--- src/rtl/traceback_pkg.sv ---
// ============================================================================
// Module   : traceback_pkg
// Purpose  : Shared types and the source-to-op decode for the traceback unit.
// Revision : 1.0
// ============================================================================
`default_nettype none

package traceback_pkg;

    typedef enum logic [1:0] {
        SRC_DIAG0 = 2'b00,
        SRC_LEFT  = 2'b01,
        SRC_DIAG1 = 2'b10,
        SRC_TOP   = 2'b11
    } src_e;

    typedef enum logic [1:0] {
        OP_MATCH = 2'b00,
        OP_DEL   = 2'b01,
        OP_INS   = 2'b11
    } op_e;

    typedef enum logic [2:0] {
        S_IDLE = 3'd0,
        S_RD   = 3'd1,
        S_WAIT = 3'd2,
        S_EMIT = 3'd3,
        S_FIN  = 3'd4
    } tb_state_e;

    // Both diagonal encodings collapse onto the single match/mismatch op.
    function automatic op_e src_to_op(input src_e src);
        case (src)
            SRC_LEFT: return OP_DEL;
            SRC_TOP:  return OP_INS;
            default:  return OP_MATCH;
        endcase
    endfunction

endpackage

`default_nettype wire

--- src/rtl/tb_coord_step.sv ---
// ============================================================================
// Module   : tb_coord_step
// Purpose  : Combinational next-coordinate and array-edge detect for one op.
// Revision : 1.0
// ============================================================================
`default_nettype none

module tb_coord_step
    import traceback_pkg::*;
#(
    parameter int COORD_W = 5
) (
    input  logic [COORD_W-1:0] cur_row,
    input  logic [COORD_W-1:0] cur_col,
    input  op_e                op,
    output logic [COORD_W-1:0] next_row,
    output logic [COORD_W-1:0] next_col,
    output logic               out_of_bounds
);

    logic w_row_dec;
    logic w_col_dec;

    always_comb begin
        w_row_dec     = (op != OP_DEL);
        w_col_dec     = (op != OP_INS);
        next_row      = w_row_dec ? (cur_row - COORD_W'(1)) : cur_row;
        next_col      = w_col_dec ? (cur_col - COORD_W'(1)) : cur_col;
        out_of_bounds = (w_row_dec && (cur_row == '0)) ||
                        (w_col_dec && (cur_col == '0));
    end

endmodule

`default_nettype wire

--- src/rtl/traceback_unit.sv ---
// ============================================================================
// Module   : traceback_unit
// Purpose  : Walks stored source codes from the best cell back to the origin,
//            streaming one alignment op per visited cell. Optional op_score
//            output is enabled by defining TRACEBACK_SCORE_OUT_EN.
// Revision : 1.0
// ============================================================================
`default_nettype none

module traceback_unit
    import traceback_pkg::*;
#(
    parameter int SCORE_WIDTH_MAX = 7,
    parameter int SEQ_LEN         = 32,
    parameter int COORD_W         = $clog2(SEQ_LEN),
    parameter int LEN_W           = $clog2(2*SEQ_LEN+1)
) (
    input  logic                       clk,
    input  logic                       rst,
    input  logic                       start,
    input  logic [COORD_W-1:0]         start_row,
    input  logic [COORD_W-1:0]         start_col,
    output logic                       busy,
    output logic                       done,
    output logic [LEN_W-1:0]           path_len,
    output logic                       mem_rd_en,
    output logic [2*COORD_W-1:0]       mem_rd_addr,
    input  logic [SCORE_WIDTH_MAX+1:0] mem_rd_data,
    output logic                       op_valid,
    input  logic                       op_ready,
`ifdef TRACEBACK_SCORE_OUT_EN
    output logic [SCORE_WIDTH_MAX-1:0] op_score,
`endif
    output logic [1:0]                 op_code
);

    tb_state_e                  r_state;
    tb_state_e                  w_state_nxt;
    logic [COORD_W-1:0]         r_row;
    logic [COORD_W-1:0]         r_col;
    logic [COORD_W-1:0]         w_next_row;
    logic [COORD_W-1:0]         w_next_col;
    logic                       w_oob;
    op_e                        r_op;
    logic [LEN_W-1:0]           r_len;
    logic [SCORE_WIDTH_MAX-1:0] w_score;
    src_e                       w_src;
    logic                       w_score_zero;

    assign w_score      = mem_rd_data[SCORE_WIDTH_MAX+1:2];
    assign w_src        = src_e'(mem_rd_data[1:0]);
    assign w_score_zero = (w_score == '0);
    assign path_len     = r_len;

    tb_coord_step #(
        .COORD_W (COORD_W)
    ) u_coord_step (
        .cur_row       (r_row),
        .cur_col       (r_col),
        .op            (r_op),
        .next_row      (w_next_row),
        .next_col      (w_next_col),
        .out_of_bounds (w_oob)
    );

    always_ff @(posedge clk) begin
        if (rst) begin
            r_state <= S_IDLE;
        end else begin
            r_state <= w_state_nxt;
        end
    end

    always_comb begin
        w_state_nxt = r_state;
        busy        = 1'b0;
        done        = 1'b0;
        mem_rd_en   = 1'b0;
        mem_rd_addr = '0;
        op_valid    = 1'b0;
        op_code     = 2'b00;
        case (r_state)
            S_IDLE: begin
                if (start) begin
                    w_state_nxt = S_RD;
                end
            end
            S_RD: begin
                busy        = 1'b1;
                mem_rd_en   = 1'b1;
                mem_rd_addr = {r_row, r_col};
                w_state_nxt = S_WAIT;
            end
            S_WAIT: begin
                busy        = 1'b1;
                w_state_nxt = w_score_zero ? S_FIN : S_EMIT;
            end
            S_EMIT: begin
                busy     = 1'b1;
                op_valid = 1'b1;
                op_code  = r_op;
                if (op_ready) begin
                    w_state_nxt = w_oob ? S_FIN : S_RD;
                end
            end
            S_FIN: begin
                busy        = 1'b1;
                done        = 1'b1;
                w_state_nxt = S_IDLE;
            end
            default: w_state_nxt = S_IDLE;
        endcase
    end

    // Coordinates advance only on an accepted op, so a stall never re-reads.
    always_ff @(posedge clk) begin
        if (rst) begin
            r_row <= '0;
            r_col <= '0;
            r_op  <= OP_MATCH;
            r_len <= '0;
        end else begin
            case (r_state)
                S_IDLE: begin
                    if (start) begin
                        r_row <= start_row;
                        r_col <= start_col;
                        r_len <= '0;
                    end
                end
                S_WAIT: begin
                    if (!w_score_zero) begin
                        r_op <= src_to_op(w_src);
                    end
                end
                S_EMIT: begin
                    if (op_ready) begin
                        r_len <= r_len + LEN_W'(1);
                        if (!w_oob) begin
                            r_row <= w_next_row;
                            r_col <= w_next_col;
                        end
                    end
                end
                default: ;
            endcase
        end
    end

`ifdef TRACEBACK_SCORE_OUT_EN
    logic [SCORE_WIDTH_MAX-1:0] r_score;

    always_ff @(posedge clk) begin
        if (rst) begin
            r_score <= '0;
        end else if ((r_state == S_WAIT) && !w_score_zero) begin
            r_score <= w_score;
        end
    end

    assign op_score = op_valid ? r_score : '0;
`endif

endmodule

`default_nettype wire

--- config.mk ---
export PLATFORM = sky130hd
export DESIGN_NAME = traceback_unit
export DESIGN_NICKNAME = d
export VERILOG_FILES = /design/src/rtl/traceback_pkg.sv /design/src/rtl/tb_coord_step.sv /design/src/rtl/traceback_unit.sv
export SDC_FILE = /design/constraint.sdc
export NUM_CORES = 1
export LEC_CHECK = 0
export ABC_AREA = 1
export CORE_ASPECT_RATIO = 0.5
export CORE_MARGIN = 1.5
export CORE_UTILIZATION = 45
export CTS_CLUSTER_SIZE = 28
export DETAILED_ROUTE_END_ITERATION = 7
export GPL_TIMING_DRIVEN = 0
export PLACE_DENSITY = 0.86
export SETUP_SLACK_MARGIN = 0.2
export SYNTH_ARGS = -nofsm -noshare
export SYNTH_HDL_FRONTEND = slang
export SYNTH_SLANG_ARGS = --single-unit
--- constraint.sdc ---
create_clock -name clk -period 1.6 [get_ports clk]
set_input_delay 0.32 -clock clk [delete_from_list [all_inputs] [get_ports clk]]
set_output_delay 0.32 -clock clk [all_outputs]
set_load 0.02 [all_outputs]
==> key figures <==
Logic synthesis
  • Seq cells post-synth: 22
  • Yosys Warn Count: 0
  • Mean Syn Cell Area: 6.10 um2
  • Synth Net Count: approximately 260
  • Cell variety after synth: 25
  • Post-Synthesis Cells: ~240
  • Cell Area, Synth: 1430 um2
  • Seq/Total Area, Yosys: just over 30%

Route
  • Routed Antenna Nets: 0
  • Via density: 5.79
  • Vias: between 2000 and 2500
  • Routed WL: about 6 mm
  • Top sig layer: met4
  • DR iter-0 viols: ~290
  • Metal2 WL: 2.56 mm
  • Met1 Wirelength: roughly 2.3 mm
  • Drt wl/cell: ~17 um
  • Met3 WL: around 660 um
  • First-pass detailed-route iteration total: 5
  • DRC: 0

Floorplan
  • Core Area: 3010 um2
  • Site row count: 14
  • Die outline area: approximately 3600 um2
  • Starting density of the core: about 48%
  • I/O Pins: 46
  • Chip Height: 42.9 um
  • Die W: 82.8 um

STA
  • Clk_skew: 0.00204 ns
  • Period utilisation layout: 106%
  • RSZ-0062 raised after global routing: yes
  • Final hold vios: 0
  • Final WS setup: -0.102 ns
  • Max Clock Freq: between 500 and 600 MHz
  • Hold_ws: around 0.52 ns
  • Tightest Pin Transition: approximately 0.28 ns
  • Final Critical Period: roughly 1.7 ns
  • # setup viols final: 13
  • Fin. max-slew vios: 0
  • Max transition margin: roughly 81%

Clocking
  • CTS Buf Count: 3
  • CTS tree: yes
  • CTS sink count: 22
  • Number of hold buffers added after cts: 0
  • CTS root buf: clkbuf_8
  • Latest clock arrival within the worst-skew pair: 0.27 ns
  • H-tree depth: 1
  • CTS max path bufs: 2
  • Clock transition at path regs: 0.08 ns

Hold path
  • Hold EP: path_len[6]
  • HP Start: path_len[6]
  • Worst hold path class: reg2reg
  • Hold path depth: 2

Setup path
  • Crit Path Class: reg2out
  • Delay of the slowest critical-path stage: about 0.4 ns
  • Element type at the critical path end: output pin
  • CP Launch Type: register
  • Crit-path leading delay family: buffers and inverters
  • CP arrival: between 1 and 1.5 ns
  • Crit Path Max Fanout: 5
  • Critical Path, Cell by Cell: inv_4 > nor3_4 > inv_2 > clkbuf_16 > nor2_4 > buf_6
  • RR Startpoint: r_col[2]
  • Reg2Reg Setup Slack: -0.09 ns
  • Reg2Reg Depth: 7
  • CP required: about 1.3 ns
  • Buf+Inv Stages, Crit Path: 4
  • Reg2reg end: r_row[4]
  • CP max-delay cell: dfxtp_4

Finish
  • Final Non-Filler Cells: around 350
  • Final core occ: between 80% and 90%
  • Syn-to-layout area delta: 72.7%
  • # nets final: 334
  • Diode count: 0
  • Share of cells above drive strength 1: roughly a third

Global routing
  • Initial antenna violation count: 0
  • Vias in the first global route: 1725
  • All-Layer GR Usage: about 30%
  • Largest net degree at the start of global routing: 13
  • Congestion Overflow GR: 0
  • First-pass GRT wire length: between 7 and 8 mm

Pwr
  • PD cells: around 1700 nW/um2
  • Max VDD drop: 1.27 mV
  • Pleak: about 1.1 nW
  • Total power: approximately 4.3 mW

Place
  • Dpl ws: -0.400 ns
  • GP Congestion: 0.819
  • Post-DP HPWL: ~2.7 mm
  • Placed insts: 320
  • I/O Buffers: 45

Outcome
  • Failing checks: negative setup slack
  • Status: complete, but fails checks

Run
  • Max Cap Violations: 0
==> worst max-delay path by stage <==
stage                     from        endpoint  slack (ns)  cells past startpoint
CTS                 r_state[2]  mem_rd_addr[1]       -0.03                      5
global route        r_state[0]  mem_rd_addr[9]       -0.14                      6
floorplan           r_state[0]  mem_rd_addr[0]        0.13                      5
detailed placement  r_state[1]        op_valid       -0.40                      4
finish              r_state[0]  mem_rd_addr[9]       -0.10                      6
global placement    r_state[1]        op_valid       -0.40                      4
==> cells by family after synthesis <==
logic type / after synthesis / synth area share [%]
compound gates: 31 / 11.1
flops: 22 / 30.7
buf+inv: 36 / 9.61
xor+xnor: 2 / 1.22
simple gates: 141 / 44.7
fa+ha+maj: 3 / 2.62
==> flip-flops by register name, summed over array words and instances, names as in the netlist <==
signal and cells:
r_op 2, r_row 5, r_state 3, path_len 7, r_col 5
==> cells in the mapped netlist (all sizes together) <==
master / n / area (um2)
a21oi: 22 / 110
buf: 3 / 13.8
clkbuf: 3 / 11.3
dfxtp: 22 / 440
ha: 3 / 37.5
inv: 30 / 113
nand2: 51 / 194
nand3: 21 / 123
nand3b: 5 / 37.5
nand4: 3 / 18.8
nor2: 54 / 228
nor3: 4 / 20.0
nor3b: 1 / 7.51
o21ai: 9 / 48.8
or2: 2 / 12.5
xnor2: 1 / 8.76
xor2: 1 / 8.76
==> layout by cell type (no fill, tap or decap), types with 2 or more instances in the layout <==
master,instances
a21oi_1,22
buf_4,17
buf_6,20
clkbuf_16,2
clkbuf_8,4
clkdlybuf4s15_1,2
clkdlybuf4s50_1,21
dfxtp_1,19
dfxtp_4,3
dlygate4sd2_1,6
ha_4,2
inv_1,21
inv_2,7
inv_4,2
nand2_1,47
nand2_2,3
nand3_1,18
nand3_4,3
nand3b_1,5
nand4_1,3
nor2_1,30
nor2_2,7
nor2_4,19
nor3_1,2
o21ai_0,8
or2_2,2
==> worst register-to-register path, stage by stage (launching register included) <==
cell and delay (ns):
dfxtp_1 0.37, nor2_1 0.23, nand4_1 0.19, nand2_1 0.15
nand2_1 0.13, clkbuf_4 0.22, a21oi_1 0.21, nor2_1 0.08
==> metrics by stage <==
step	TNS (ns)	instance area, um2
floorplan	0	1550
global placement	-5.04	2050
detailed placement	-5.47	2050
CTS	-0.221	2350
global route	-1.85	2470
finish	-0.745	2470
==> per-layer routing <==
layer	up-vias	GRT usage (%)
li1	895	-
met1	908	37.5
met2	159	45.9
met3	46	8.17
met4	0	15.3
met5	-	0
==> layout make-up <==
cell class	instances	area (um2)
repair buffers	65	639
multi-input cells	180	1090
well taps	40	50.0
clock buffers	4	55.1
flip-flops and latches	22	452
plain buffers	6	71.3
fillers	186	539
inverters	30	118
==> timing repair <==
action / 4_1_cts / 5_1_grt
pin swaps: 7 / 7
resized for setup: 131 / 21
endpoints found under the setup margin: 42 / 38
setup buffers: 11 / 8
gates cloned: 4 / 0
==> power by group <==
group,internal (mW),switching [mW],total (mW)
combinational,1.20,1.74,2.95
sequential,0.729,0.209,0.938
clock,0.220,0.193,0.413
Note: power is estimated with default switching activity, not from simulation.
